===== src/rtl/div47_seq_ctrl.sv =====
// Digit-serial sequencer for the 60-bit divide-by-47 datapath: feeds an external radix-8
// step unit MSB digit first, gathers quotient digits and returns quotient/remainder.
module div47_seq_ctrl #(
   parameter int unsigned N   = 60,
   parameter int unsigned D_W = 3,
   parameter int unsigned R_W = 6,
   parameter int unsigned DIV = 47
) (
   input  logic           i_clk,
   input  logic           i_rst_n,
   input  logic           i_in_valid,
   output logic           o_in_ready,
   input  logic [N-1:0]   i_in_dividend,
   output logic [R_W-1:0] o_step_res,
   output logic [D_W-1:0] o_step_digit,
   input  logic [D_W-1:0] i_step_q,
   input  logic [R_W-1:0] i_step_r,
   output logic           o_out_valid,
   input  logic           i_out_ready,
   output logic [N-1:0]   o_out_quot,
   output logic [R_W-1:0] o_out_rem,
   output logic           o_err,
   output logic           o_busy
);

   localparam int unsigned STEPS = N / D_W;
   localparam int unsigned CNT_W = $clog2(STEPS);
   localparam int unsigned CHK_W = R_W + D_W + 1;
   localparam logic [CHK_W-1:0] DIV_C = CHK_W'(DIV);

   typedef enum logic [1:0] {StIdle, StRun, StDone} state_e;

   state_e             r_state, w_state_nxt;
   logic [N-1:0]       r_div, w_div_nxt;
   logic [N-1:0]       r_quot, w_quot_nxt;
   logic [R_W-1:0]     r_res, w_res_nxt;
   logic [CNT_W-1:0]   r_cnt, w_cnt_nxt;
   logic               r_err, w_err_nxt;

   logic [CHK_W-1:0]   w_lhs, w_rhs;
   logic               w_fault;

   // Step unit must satisfy q*DIV + r == res*2^D_W + digit with r < DIV.
   assign w_lhs   = CHK_W'(i_step_q) * DIV_C + CHK_W'(i_step_r);
   assign w_rhs   = {1'b0, r_res, r_div[N-1 -: D_W]};
   assign w_fault = (CHK_W'(i_step_r) >= DIV_C) || (w_lhs != w_rhs);

   always_ff @(posedge i_clk) begin
      if (!i_rst_n) begin
         r_state <= StIdle;
         r_div   <= '0;
         r_quot  <= '0;
         r_res   <= '0;
         r_cnt   <= '0;
         r_err   <= 1'b0;
      end else begin
         r_state <= w_state_nxt;
         r_div   <= w_div_nxt;
         r_quot  <= w_quot_nxt;
         r_res   <= w_res_nxt;
         r_cnt   <= w_cnt_nxt;
         r_err   <= w_err_nxt;
      end
   end

   always_comb begin
      w_state_nxt = r_state;
      w_div_nxt   = r_div;
      w_quot_nxt  = r_quot;
      w_res_nxt   = r_res;
      w_cnt_nxt   = r_cnt;
      w_err_nxt   = r_err;
      unique case (r_state)
         StIdle: begin
            if (i_in_valid) begin
               w_div_nxt   = i_in_dividend;
               w_quot_nxt  = '0;
               w_res_nxt   = '0;
               w_cnt_nxt   = '0;
               w_state_nxt = StRun;
            end
         end
         StRun: begin
            w_res_nxt  = i_step_r;
            w_quot_nxt = {r_quot[N-D_W-1:0], i_step_q};
            w_div_nxt  = {r_div[N-D_W-1:0], {D_W{1'b0}}};
            w_cnt_nxt  = r_cnt + CNT_W'(1);
            if (w_fault) begin
               w_err_nxt = 1'b1;
            end
            if (r_cnt == CNT_W'(STEPS - 1)) begin
               w_state_nxt = StDone;
            end
         end
         StDone: begin
            if (i_out_ready) begin
               w_state_nxt = StIdle;
            end
         end
         default: w_state_nxt = StIdle;
      endcase
   end

   assign o_in_ready   = (r_state == StIdle);
   assign o_out_valid  = (r_state == StDone);
   assign o_busy       = (r_state != StIdle);
   assign o_step_res   = r_res;
   assign o_step_digit = r_div[N-1 -: D_W];
   assign o_out_quot   = r_quot;
   assign o_out_rem    = r_res;
   assign o_err        = r_err;

endmodule


===== config.mk =====
export PLATFORM = sky130hd
export DESIGN_NAME = div47_seq_ctrl
export DESIGN_NICKNAME = d
export VERILOG_FILES = /design/src/rtl/div47_seq_ctrl.sv
export SDC_FILE = /design/constraint.sdc
export NUM_CORES = 1
export LEC_CHECK = 0
export CAP_MARGIN = 40
export CORE_ASPECT_RATIO = 0.5
export CORE_UTILIZATION = 45
export CTS_CLUSTER_DIAMETER = 120
export DETAILED_ROUTE_END_ITERATION = 8
export GPL_TIMING_DRIVEN = 0
export HOLD_SLACK_MARGIN = 0.06
export PLACE_DENSITY_LB_ADDON = 0.3
export REMOVE_ABC_BUFFERS = 1
export SLEW_MARGIN = 25
export SYNTH_ARGS = -nofsm -noshare
export SYNTH_HDL_FRONTEND = slang
export SYNTH_SLANG_ARGS = --single-unit

===== constraint.sdc =====
create_clock -name i_clk -period 8.01 [get_ports i_clk]
set_clock_uncertainty 0.2 [all_clocks]
set_input_delay 1.602 -clock i_clk [delete_from_list [all_inputs] [get_ports i_clk]]
set_output_delay 1.602 -clock i_clk [all_outputs]
set_load 0.1 [all_outputs]

Word-level counts from Yosys, hierarchy flattened
Index checks and enable logic that the tools add are counted.
{ "classes": {"add_sub_neg": 2, "reduce_logical": 7, "n_bitwise": 0, "n_div": 0, "n_mul": 1, "magnitude_cmp": 1, "eq_ne": 7, "n_shift": 0, "mux": 12} }
{ "ops": {"columns": ["op", "count"], "rows": [
  ["$pmux W60 S2", 2],
  ["$mux W60", 2],
  ["$pmux W6 S2", 1],
  ["$add A9 B6 Y10", 1],
  ["$ne A10 B9 Y1", 1],
  ["$pmux W5 S2", 1],
  ["$mul A3 B6 Y9 const B", 1],
  ["$ge A6 B6 Y1 const B", 1],
  ["$mux W2", 3],
  ["$mux W6", 1],
  ["$pmux W2 S3", 1],
  ["$add A5 B1 Y5 const B", 1],
  ["$eq A5 B5 Y1 const B", 1],
  ["$mux W5", 1],
  ["$ne A2 B2 Y1 const B", 2],
  ["$reduce_and A2 Y1", 2],
  ["$reduce_bool A2 Y1", 2],
  ["$reduce_and A3 Y1", 1],
  ["$eq A2 B1 Y1 const B", 1],
  ["$eq A2 B2 Y1 const B", 1],
  ["$logic_not A2 Y1", 1],
  ["$ne A2 B1 Y1 const B", 1],
  ["$logic_or A1 B1 Y1", 1]
]} }
{ "word_totals": {"input_bits": 73, "memories": 0, "out_inout_bits": 79, "latchBits": 0, "wordCells": 36, "romBits": 0, "register_bits": 134, "ram_bits": 0} }

Depth between registers and ports, before layout
Gate-level depths: netlist of the first run.
{ "depth": {"depth_word": 5, "mapped_depth": 10, "mapped_depth_nobuf": 10} }

Worst setup path after synthesis of the first run
No wires, ideal clock.
{ "synth_timing": {"kind": "register -> output", "start": "reg r_state[0]", "end": "out o_busy", "path_buffers": 1, "required_ns": 6.208, "path_stages_with_launch": 4, "setup_slack_ns": 3.415, "arrival_ns": 2.793, "path_cell_list": "dfxtp_1 buf_2 nor2_1 inv_1"} }
{ "synth_via": {"elab_chain_cells": 1} }
{ "synth_rtl": {"columns": ["element", "line", "rtl"], "rows": [
  ["from (decl)", "33", "state_e r_state, w_state_nxt;"],
  ["from (signal assigned)", "50", "r_state <= StIdle;"],
  ["from (signal assigned)", "57", "r_state <= w_state_nxt;"],
  ["$reduce_bool A2 Y1", "106", "assign o_busy = (r_state != StIdle);"],
  ["to (decl)", "23", "output logic o_busy"]
]} }
No other way between the ends.

Worst setup path in the final report of the first run
{ "layout_timing": {"start": "in i_step_q[0]", "end": "reg r_err (netlist: o_err)"} }
{ "layout_via": {"elab_chain_cells": 5} }
{ "layout_rtl": {"columns": ["element", "line", "rtl"], "rows": [
  ["from (decl)", "16", "input logic [D_W-1:0] i_step_q,"],
  ["$mul A3 B6 Y9", "44", "assign w_lhs = CHK_W'(i_step_q) * DIV_C + CHK_W'(i_step_r);"],
  ["$add A9 B6 Y10", "44", null],
  ["$ne A10 B9 Y1", "46", "assign w_fault = (CHK_W'(i_step_r) >= DIV_C) || (w_lhs != w_rhs);"],
  ["$logic_or A1 B1 Y1", "46", null],
  ["$reduce_and A2 Y1 (no source line)", null, null],
  ["to (signal assigned)", "62", "r_err <= w_err_nxt;"],
  ["to (decl)", "38", "logic r_err, w_err_nxt;"]
]} }
No other way between the ends.
A chain may end at the register's enable or synchronous reset.

==> out/qor.yml, run 1 <==
status:
  status: "finished clean"
drt:
  vias_per_cell: 5.30
  wl_per_cell_um: 14.7
  drt_iter0_drc: 513
  via_count: 5710
  drc: 0
  ant_nets: 0
  dr.pass1.iters: 5
  routed_wl_mm: 15.8
placed_design:
  numPortBuffers: 151
  dp_hpwl_mm: 10.9
  gp_congestion: 0.801
synthesis:
  synth_edf_count: 0
  seq_area_frac_synth_pct: 44.9
  postSynthCellCount: 704
  synth.cell_area_um2: 5980
  ys_ff_latch: 134
  synth_ff_type: "dfxtp_1"
  async_flop_share_pct: 0
  syn_avg_cell_area_um2: 8.49
  synth_cell_type_count: 35
  yosys_warnings: 0
setup_path:
  crit_top_cell: "fa_1"
  worstPathRequired_ns: 8.07
  startpoint_type: "primary input"
  slowest_stage: "clkdlybuf4s50_1"
  slowest_delay_ns: 0.62
  path_cells: "clkdlybuf4s50_1 > inv_1 > fa_1 > fa_1 > inv_1 > fa_1 > a211oi_1 > nor2_1 > xnor2_1 > a2111oi_2 > a41oi_1"
  worstReg2RegStart: "r_state[0]$_SDFFE_PN0P_"
  r2r_setup_slack_ns: 5.76
  worst_setup_path_end_kind: "flip-flop"
  r2r-end: "r_cnt[4]$_SDFFE_PN0P_"
  rr_worst_depth: 6
  critPathKind: "in -> reg"
  critPathArrivalTime_ns: 4.99
  cp_max_fo: 5
die:
  rows: 29
  die_area_um2: 13800
  ios: 152
  core-area_um2: 12800
  fp.dieH_um: 83.5
  start_util_pct: 46.7
  dieWidth_um: 165
clock_network:
  clock-sinks: 134
  postCtsHoldBufs: 0
  cts_tree: "done"
  clockRootBuffer: "clkbuf_16"
  clk_pin_slew_ns: 0.06
  cts.path.max_buffers: 2
  h-tree-depth: 4
  clock_latency_ns: 0.40
  post-cts-setup-buffers: 0
  cts_resized: 0
  cts_inserted_buffers: 17
timing:
  maxSlewHeadroom_pct: 60.6
  worstMarginPinSlew_ns: 0.589
  whs_ns: 0.319
  min_period_ns: 4.93
  drv_slew: 0
  finalHoldViolCount: 0
  fin_setup_tns_ns: 0
  timing.fmax_ghz: 0.203
  fin_crit_sh_pct: 61.6
  setup_violations: 0
  rsz0062_at_grt: "no"
power:
  irDropWorstVdd_v: 0.000185
  p_per_area_nw_per_um2: 202
  power_leakage_uw: 0.00360
min_path:
  hold_depth: 2
  worstHoldStart: "r_div[1]$_SDFFE_PN0P_"
  hold_path_end: "r_div[1]$_SDFFE_PN0P_"
  hold_path.class: "reg -> reg"
finish:
  drive_gt1_share_pct: 14.4
  antenna_cells: 0
  final_cell_mix: "149 x clkdlybuf4s50_1, 133 x dfxtp_1, 106 x o21ai_0, 73 x buf_8, 71 x nor2b_1"
  fin_nets: 987
  area.growth.synth_to_final_pct: 59.7
  final_util_pct: 74.5
  final_common_cell: "clkdlybuf4s50_1"
global_routing:
  grt_max_degree: 69
  grt_pass1_vias: 5580
  antenna_found_initial: 0
  grt_overflow_total: 0
  grt_usage_pct: 24.0
  grt_pass1_wl_mm: 26.9
job:
  drv_cap: 0
worst max-delay path by stage:
stage,startpoint,depth (start not counted),to
2_1_floorplan,r_state[0]$_SDFFE_PN0P_,2,o_busy
3_3_place_gp,i_in_valid,4,o_out_quot[21]$_SDFFE_PN0P_
6_report,i_step_q[0],11,o_err$_SDFFE_PN0P_
3_5_place_dp,i_step_q[0],11,o_err$_SDFFE_PN0P_
4_1_cts,i_step_q[0],11,o_err$_SDFFE_PN0P_
5_1_grt,i_step_q[0],11,o_err$_SDFFE_PN0P_
state kept, by name, indices dropped and copies added, names as in the netlist:
signal and cells:
o_err 1, o_out_rem 6, r_cnt 5, r_state 2, r_div 60, o_out_quot 60
stage by stage:
step	power, µW	instances	worst slack (ns)	cell area (µm²)
global placement	1040	956	1.52	7370
global route	2010	1077	2.90	9540
finish	1930	1077	3.08	9540
CTS	1940	1077	3.08	9540
detailed placement	1090	1045	2.69	8890
floorplan	935	635	2.96	5640
routing by layer:
layer	share of wire [%]	vias to the layer above	routed length, µm	GRT usage [%]
li1	-	2840	-	-
met1	45	2725	7140	31.0
met2	51	134	8070	41.9
met3	3.1	11	483	3.63
met4	0.70	0	110	6.01
met5	0	-	0	0
area by class of cell:
| type | count | area (µm²) |
|---|---|---|
| sequential | 134 | 2680 |
| tap | 170 | 213 |
| clock inverter | 14 | 223 |
| clock buffer | 18 | 429 |
| fill | 917 | 3270 |
| timing repair buffer | 240 | 3010 |
| multi-input combinational | 487 | 2930 |
| inverter | 14 | 52.6 |
logic make-up (layout without fill, tap and decap cells):
kind of cell	Yosys count	count (layout)	share of synthesized area, %
and+or+nand+nor	189	189	15.5
DFF	134	134	44.9
AOI/OAI and AO/OA	264	264	26.2
adders and majority gates	20	20	4.94
xor gates and xnor gates	14	14	2.05
buffers and inverters	83	286	6.43
worst max-delay path: cells and delay by family:
family,cells,cell delay [ns]
adder cells (fa/ha/maj),3,1.54
buffers and inverters,3,0.80
AO/OA/AOI/OAI,3,0.79
XOR/XNOR,1,0.15
AND/OR/NAND/NOR,1,0.11
synth_stat cells (13+ instances only):
| master | count | area, µm² |
|---|---|---|
| o22ai_1 | 14 | 87.6 |
| a21oi_1 | 59 | 295 |
| nor2b_1 | 72 | 450 |
| nor2_1 | 54 | 203 |
| a22oi_1 | 68 | 510 |
| nand2_1 | 50 | 188 |
| o21ai_0 | 106 | 531 |
| ha_1 | 14 | 175 |
| dfxtp_1 | 134 | 2680 |
| inv_1 | 13 | 48.8 |
| clkbuf_1 | 27 | 101 |
| buf_2 | 31 | 155 |
power breakdown:
| part | switching [µW] | leakage [µW] | total [µW] | internal (µW) |
|---|---|---|---|---|
| registers | 21.6 | 0.00110 | 722 | 700 |
| logic | 195 | 0.00219 | 353 | 158 |
| clock network | 297 | 0.000311 | 854 | 557 |
Note: power is estimated with default switching activity, not from simulation.
==> run 2: changes to the inputs <==
clock period = 4.94 ns   (was 8.01 ns; I/O delays follow)
==> results of run 2 <==
The final DEF is identical to that of run 1. Status: finished clean.
Among the figures that moved: setup slack after placement 2.69 ns -> 0.238 ns; setup slack after layout 3.08 ns -> 0.622 ns; register-to-register setup slack 5.76 ns -> 2.69 ns; total power 1930 µW -> 3130 µW; worst IR drop on VDD 0.000185 V -> 0.000300 V
==> run 3: changes to the inputs <==
RECOVER_POWER = 50   (was not set)
==> out/qor.yml, run 3 (synthesis results as in run 1) <==
status:
  status: "finished clean"
timing:
  timing.fmax_ghz: 0.232
  fin_crit_sh_pct: 87.4
  setup_violations: 0  # unchanged
  drv_slew: 0  # unchanged
  min_period_ns: 4.32
  whs_ns: 0.314  # -0.00501 ns
  setup_slack_ns: 0.624
  rsz0062_at_grt: "no"
  finalHoldViolCount: 0  # unchanged
  maxSlewHeadroom_pct: 9.03  # -52 points
  worstMarginPinSlew_ns: 1.36  # +0.776 ns
  fin_setup_tns_ns: 0  # unchanged
setup_path:
  cp.depth: 11  # unchanged
  worstPathRequired_ns: 5.00
  critPathKind: "in -> reg"
  crit_start: "i_step_q[0]"
  startpoint_type: "primary input"
  critPathCapture: "o_err$_SDFFE_PN0P_"
  slowest_delay_ns: 0.62  # about the same
  worstReg2RegStart: "r_state[0]$_SDFFE_PN0P_"
  r2r-end: "o_out_quot[59]$_SDFFE_PN0P_"
  rr_worst_depth: 4  # -2
  cp_max_fo: 5  # unchanged
  r2r_setup_slack_ns: 1.99
  worst_setup_path_end_kind: "flip-flop"
  critPathTopFamily: "adder cells"
  slowest_stage: "clkdlybuf4s50_1"
  path_cells: "clkdlybuf4s50_1 > inv_1 > fa_1 > fa_1 > inv_1 > fa_1 > a211oi_1 > nor2_1 > xnor2_1 > a2111oi_2 > a41oi_1"
  critPathArrivalTime_ns: 4.38
  crit_top_cell: "fa_1"
  path_buf_inv: 3  # unchanged
clock_network:
  clk_pin_slew_ns: 0.06  # about the same
  post-cts-setup-buffers: 0  # unchanged
  cts_resized: 0  # unchanged
  cts_tree: "done"
  cts.path.max_buffers: 2  # unchanged
  postCtsHoldBufs: 0  # unchanged
  h-tree-depth: 4  # unchanged
  clockRootBuffer: "clkbuf_16"
  clock_latency_ns: 0.40  # about the same
  cts_inserted_buffers: 17  # unchanged
  clock-sinks: 134  # unchanged
placed_design:
  gp_congestion: 0.801  # unchanged
  pre_cts_ws_ns: 0.238
  dp_hpwl_mm: 10.9  # unchanged
  numPortBuffers: 151  # unchanged
  dpl-instance-area_um2: 8890  # unchanged
global_routing:
  grt_overflow_total: 0  # unchanged
  grt_pass1_wl_mm: 26.9  # unchanged
  antenna_found_initial: 0  # unchanged
  grt_pass1_vias: 5580  # unchanged
  grt_max_degree: 69  # unchanged
  grt_usage_pct: 24.0  # unchanged
power:
  p_per_area_nw_per_um2: 329
  power_leakage_uw: 0.00357  # -0.95%
  irDropWorstVdd_v: 0.000300
  power.total_uw: 3120
finish:
  final_common_cell: "clkdlybuf4s50_1"
  antenna_cells: 0  # unchanged
  fin_area_um2: 9470  # -0.79%
  drive_gt1_share_pct: 14.0  # -0.44 points
  area.growth.synth_to_final_pct: 58.4
  final_cell_mix: "149 x clkdlybuf4s50_1, 134 x dfxtp_1, 106 x o21ai_0, 73 x buf_8, 71 x nor2b_1"
  fin_nets: 987  # unchanged
min_path:
  hold_depth: 2  # unchanged
  hold_path.class: "reg -> reg"
job:
  drv_cap: 0  # unchanged
die:
  start_util_pct: 46.7  # unchanged
  die_area_um2: 13800  # unchanged
  rows: 29  # unchanged
  dieWidth_um: 165  # unchanged
  fp.dieH_um: 83.5  # unchanged
  core-area_um2: 12800  # unchanged
  ios: 152  # unchanged
drt:
  ant_nets: 0  # unchanged
  via_count: 5716  # +0.11%
  vias_per_cell: 5.31  # +0.11%
  drt_iter0_drc: 426  # -17%
  routed_wl_mm: 15.8  # +0.16%
  dr.pass1.iters: 4  # -1
  drc: 0  # unchanged
  wl_per_cell_um: 14.7  # +0.16%
-- run 3: worst min path at each step --
stage | start | end | slack [ns]
2_1_floorplan | r_div[0]$_SDFFE_PN0P_ | r_div[0]$_SDFFE_PN0P_ | 0.27
3_3_place_gp | r_div[2]$_SDFFE_PN0P_ | r_div[2]$_SDFFE_PN0P_ | 0.29
3_5_place_dp | r_div[2]$_SDFFE_PN0P_ | r_div[2]$_SDFFE_PN0P_ | 0.30
4_1_cts | r_div[41]$_SDFFE_PN0P_ | r_div[41]$_SDFFE_PN0P_ | 0.32
5_1_grt | r_div[4]$_SDFFE_PN0P_ | r_div[4]$_SDFFE_PN0P_ | 0.33
6_report | r_div[1]$_SDFFE_PN0P_ | r_div[1]$_SDFFE_PN0P_ | 0.31
-- run 3: power breakdown --
part	internal (µW)	leakage (µW)	switching (µW)
sequential	1140	0.00110	34.6
combinational	248	0.00216	315
clock	903	0.000311	482
-- run 3: routing by layer --
layer | GRT usage (%) | wire (µm) | vias up
li1 | - | - | 2838
met1 | 31.0 | 7050 | 2716
met2 | 41.9 | 8110 | 147
met3 | 3.63 | 533 | 15
met4 | 6.01 | 140 | 0
met5 | 0 | 0 | -
-- run 3: cell type report --
type | count | area, µm²
fill | 928 | 3340
sequential | 134 | 2680
tap | 170 | 213
inverter | 14 | 52.6
clock inverter | 14 | 223
clock buffer | 18 | 429
multi-input combinational | 487 | 2920
timing repair buffer | 240 | 2950
-- run 3: worst min-delay path: stages (launching register included) --
cell and delay [ns]:
dfxtp_1 0.32, a32oi_1 0.06, nor2b_1 0.10
-- run 3: metrics by stage --
step	utilization, %	cells
global route	73.9	1077
global placement	57.5	956
finish	73.9	1077
CTS	74.5	1077
detailed placement	69.4	1045
floorplan	-	635
==> edit 1 (flow settings as in run 1) <==
Add an input register stage for `i_in_dividend`, without a reset; this delays it by one clock. The other inputs are not delayed to match.
--- a/src/rtl/div47_seq_ctrl.sv
+++ b/src/rtl/div47_seq_ctrl.sv
@@ -31,2 +31,8 @@
    typedef enum logic [1:0] {StIdle, StRun, StDone} state_e;
+
+   logic [N-1:0] i_in_dividend_q;
+
+   always_ff @(posedge i_clk) begin
+      i_in_dividend_q <= i_in_dividend;
+   end
 
@@ -75,3 +81,3 @@
             if (i_in_valid) begin
-               w_div_nxt   = i_in_dividend;
+               w_div_nxt   = i_in_dividend_q;
                w_quot_nxt  = '0;
Behaviour: not the same (Yosys sat finds a counterexample within 4 cycles, from zero or initial values and one cycle with i_rst_n low).
==> edit 1 against run 1 <==
Count of clock-buffer cells in the layout unchanged. Sequential cell count increased by 60. Setup slack lost 58 ps. Critical path type unchanged. Non-clock buffer count increased by 1. Combinational power increased by 26%. Cell count is 8.4% higher. Final area up 13%. Synthesized area is 20% higher. Total power rose by 22%. Global-route usage fell by 2.7 points. Hold slack better by 2.2 ps. Wire length rose by 8.6%. Clock power about the same.
==> edit 1: results (changes against run 1) <==
| Metric | Value |
|---|---|
| Status | finished, final reports clean (unchanged) |
| Final GP Congestion | 0.832 (was 0.801) |
| Layout cell share with drive strength beyond 1 | 0.140 (was 0.144) |
| P_leak | 0.00410 uW (was 0.00360 uW) |
| Final HPWL DP | 11800 microns (was 10900 microns) |
| Distinct cells, synth | 36 (was 35) |
| Hold_sp | i_in_dividend_q[0] (was r_div[1]) |
| Async SR Flop Fraction | 0 (unchanged) |
| Hold path endpoint | r_div[0] (was r_div[1]) |
| Synth top cells by count | dfxtp_1 (194), o21ai_0 (72), nor2b_1 (71), a22oi_1 (70), a21oi_1 (59) (was dfxtp_1 (134), o21ai_0 (106), nor2b_1 (72), a22oi_1 (68), a21oi_1 (59)) |
| Synth Area in Compound Gates | 0.220 (was 0.262) |
| Register area share after synthesis | 0.542 (was 0.449) |
| Largest cells by area after synthesis | dfxtp_1 (54%), a22oi_1 (7.3%), nor2b_1 (6.2%) (was dfxtp_1 (45%), o21ai_0 (8.9%), a22oi_1 (8.5%)) |
| Vias per Instance | 5.11 (was 5.30) |
| Routed len/inst | 14.7 microns (about the same) |
| Final nets | 1044 (was 987) |
| Max VDD drop | 0.192 mV (was 0.185 mV) |
| CP Data Arrival Time | 5060 ps (was 4990 ps) |
| Reg2Reg Depth | 5 (was 6) |
| Iter 0 DRT Violations | 352 (was 513) |
| Number of global-route vias before repair | 5772 (was 5580) |
| CTS root buf | clkbuf_16 (unchanged) |
| Post-Synth Adder-Cell Area | 0.0412 (was 0.0494) |
| First-pass GRT wire length | 28900 microns (was 26900 microns) |
| Post-Synthesis Cells | 758 (was 704) |
| Post-synthesis xor/xnor area fraction | 0.0171 (was 0.0205) |
| All-Layer GR Usage | 0.214 (was 0.240) |
| Drt first pass iters | 4 (was 5) |
| Largest net degree at the start of global routing | 90 (was 69) |
| Least-Margin Pin Slew | 722 ps (was 589 ps) |
| Worst reg2reg path endpoint | r_div[48] (was r_cnt[4]) |
| Ys flop type | dfxtp_1 (unchanged) |
| Vias | 5969 (was 5710) |
| Reg2Reg Setup Slack | 5650 ps (was 5760 ps) |
| Placed cell count | 1136 (was 1045) |
edit 1: worst max path at each step:
| stage | start | to | slack (ps) |
|---|---|---|---|
| after floorplan | r_state[0] | o_busy | 3070 |
| after global placement | i_in_valid | r_cnt[2] | 1490 |
| after detailed placement | i_step_q[0] | o_err | 2590 |
| after CTS | i_step_q[0] | o_err | 3010 |
| after global routing | i_step_q[0] | o_err | 2870 |
| final | i_step_q[0] | o_err | 3020 |
edit 1: metrics by stage:
stage	hold WS [ps]	instance area (sq um)	setup slack (ps)	util	total power (uW)
floorplan	276	6840	3070	-	1330
global placement	296	8610	1490	0.556	1450
detailed placement	309	10100	2590	0.654	1530
CTS	330	10700	3010	0.693	2380
global route	348	10700	2870	0.693	2460
finish	322	10700	3020	0.693	2360
edit 1: logic make-up after synthesis:
group | count (synthesis)
adder cells (fa/ha/maj) | 20
XOR/XNOR | 14
AND/OR/NAND/NOR | 185
AO/OA/AOI/OAI | 264
buffers and inverters | 81
flip-flops | 194
edit 1: cell type report:
class                   instances  area, sq um
multi-input cells             483         2930
clock inverters                14          166
inverters                      14         52.6
fillers                      1133         4750
repair buffers                241         3020
clock buffers                  18          439
well taps                     204          255
flip-flops and latches        194         3880
edit 1: per-layer routing:
layer	wire (microns)	track usage	vias to the layer above
met5	0	0	-
met4	210	0.0548	0
met3	459	0.0345	20
met2	8710	0.375	128
met1	7780	0.274	2814
li1	-	-	3007
edit 1: critical path, cell delays in order:
cell             delay, ps
clkdlybuf4s50_1        600
inv_1                  100
fa_1                   560
fa_1                   520
inv_1                   70
fa_1                   530
xor2_1                 180
nor4_2                 270
nand2_1                110
a2111oi_2              360
a41oi_1                160
edit 1: report_power, final:
part	internal (uW)	leakage, uW	switching (uW)	total (uW)
combinational	189	0.00221	257	446
sequential	1030	0.00160	34.6	1060
clock	455	0.000294	397	852
total	1670	0.00410	689	2360
==> edit 2 (flow settings as in run 1) <==
Made on the original files. The parameter `D_W` goes from 3 to 6.
--- a/src/rtl/div47_seq_ctrl.sv
+++ b/src/rtl/div47_seq_ctrl.sv
@@ -4,3 +4,3 @@
    parameter int unsigned N   = 60,
-   parameter int unsigned D_W = 3,
+   parameter int unsigned D_W = 6,
    parameter int unsigned R_W = 6,
Ports: changed (resized i_step_q and o_step_digit); port bits go from 152 to 158. The function was not compared with the original's and may differ.
==> edit 2 against run 1 <==
Wire length rose by 11%. Hold slack improved by 1.8 ps. Cell count up 2.9%. Sequential power down 1%. Non-clock buffer count rose by 9. Setup slack worse by 880 ps. Total power increased by 8.5%. Final area grew 5.5%. First-iteration DRC count down 15%. Sequential cell count shrank 1. Synthesized area up 7.1%. Register-to-register slack got worse by 320 ps.
==> edit 2: results (changes against run 1) <==
| Metric | Value |
|---|---|
| Status | finished, final reports clean (unchanged) |
| Worst Setup SP | i_step_q[3] (was i_step_q[0]) |
| CTS root buf | clkbuf_16 (unchanged) |
| Overflow after GRT | 0 (unchanged) |
| Async SR Flop Fraction | 0 (unchanged) |
| Post-CTS resize count | 0 (unchanged) |
| Number of port buffers | 157 (was 151) |
| Cts bufs inserted | 17 (unchanged) |
| Placement Setup Slack | 1840 ps (was 2690 ps) |
| Setup bufs post-CTS | 0 (unchanged) |
| First-pass GRT wire length | 29000 microns (was 26900 microns) |
| Least-Margin Pin Slew | 761 ps (was 589 ps) |
| P_leak | 0.00388 uW (was 0.00360 uW) |
| Yosys warns | 0 (unchanged) |
| Worst reg2reg path endpoint | o_out_quot[46] (was r_cnt[4]) |
| Final GP Congestion | 0.847 (was 0.801) |
| Drt first pass iters | 5 (unchanged) |
| CTS clock-pin slew for the worst setup and hold paths | 60 ps (about the same) |
| Reg2Reg Setup Slack | 5440 ps (was 5760 ps) |
| Layout cell share with drive strength beyond 1 | 0.143 (was 0.144) |
| Setup crit end | o_err (unchanged) |
| Final HPWL DP | 12400 microns (was 10900 microns) |
| Diodes inserted | 0 (unchanged) |
| Hold_sp | r_div[2] (was r_div[1]) |
| Vias | 5938 (was 5710) |
| CP Data Arrival Time | 5890 ps (was 4990 ps) |
| Iter 0 DRT Violations | 435 (was 513) |
| Largest cells by area after synthesis | dfxtp_1 (42%), a22oi_1 (8.4%), ha_1 (7.2%) (was dfxtp_1 (45%), o21ai_0 (8.9%), a22oi_1 (8.5%)) |
| Initial antenna violation count | 0 (unchanged) |
| Worst r2r src | r_state[0] (unchanged) |
| Worst hold path type | reg -> reg (unchanged) |
| Post-Route WL | 17600 microns (was 15800 microns) |
| Crit-path max FO | 6 (was 5) |
| Max VDD drop | 0.186 mV (was 0.185 mV) |
| Worst skew pair latency | 410 ps |
| Register area share after synthesis | 0.416 (was 0.449) |
| CTS max path bufs | 2 (unchanged) |
| Final nets | 1031 (was 987) |
| All-Layer GR Usage | 0.248 (was 0.240) |
| Reg2Reg Depth | 6 (unchanged) |
| Synth top cells by count | dfxtp_1 (133), a22oi_1 (72), nor2b_1 (72), a21oi_1 (61), o21ai_0 (59) (was dfxtp_1 (134), o21ai_0 (106), nor2b_1 (72), a22oi_1 (68), a21oi_1 (59)) |
| Largest net degree at the start of global routing | 72 (was 69) |
| # DRC | 0 (unchanged) |
| Fin crit period | 5810 ps (was 4930 ps) |
| Htree depth | 4 (unchanged) |
| Distinct cells, synth | 44 (was 35) |
-- edit 2: cell count changes after synthesis, sizes merged, moves of 4 or more --
cell           run 1  this run
inv               14        29
buf               42        28
nand2             50        17
a22oi             68        72
o22ai             14        45
nand3              2         6
clkbuf            27        39
fa                 6        15
ha                14        37
nor2              54        21
o21ai            111        72
-- edit 2: where the power goes --
group          internal (uW)  switching (uW)
clock                    467             293
sequential               694            21.6
combinational            268             349
total                   1430             663
-- edit 2: logic make-up after synthesis --
family / synth area share
compound gates: 0.258
xor+xnor: 0.0246
fa+ha+maj: 0.119
buf+inv: 0.0659
flops: 0.416
mux: 0.00176
simple gates: 0.114
-- edit 2: area by class of cell --
type / count / area, sq um
clock inverters: 11 / 126
well taps: 192 / 240
fillers: 948 / 3630
repair buffers: 249 / 3140
flip-flops and latches: 133 / 2660
multi-input cells: 473 / 3340
inverters: 29 / 109
clock buffers: 21 / 450
-- edit 2: worst max-delay path, stage by stage --
cell	delay (ps)
clkdlybuf4s50_1	720
fa_1	500
ha_1	280
inv_1	50
fa_1	540
inv_1	60
fa_1	480
ha_1	400
a21o_1	200
a21oi_1	190
a21oi_1	130
mux2_1	320
nor4_1	310
a31oi_1	120
-- edit 2: worst min-delay path by stage --
stage,to,slack [ps],depth (start not counted)
finish,r_div[2],320,2
detailed placement,r_div[2],310,2
floorplan,r_div[0],280,2
CTS,r_div[59],320,2
global placement,r_div[5],300,2
global route,r_div[20],340,2
-- edit 2: routing by layer --
layer	part of all wire	global-route usage	up-vias
met5	0	0	-
met3	0.053	0.0612	19
met4	0.010	0.0696	0
met1	0.43	0.300	2838
met2	0.50	0.441	165
li1	-	-	2916
-- edit 2: stage by stage --
step / cells / cell area (sq um) / hold WS, ps
after global routing: 1108 / 10100 / 344
after global placement: 984 / 7900 / 302
after detailed placement: 1076 / 9490 / 307
final: 1108 / 10100 / 321
after CTS: 1108 / 10100 / 324
after floorplan: 635 / 6090 / 282
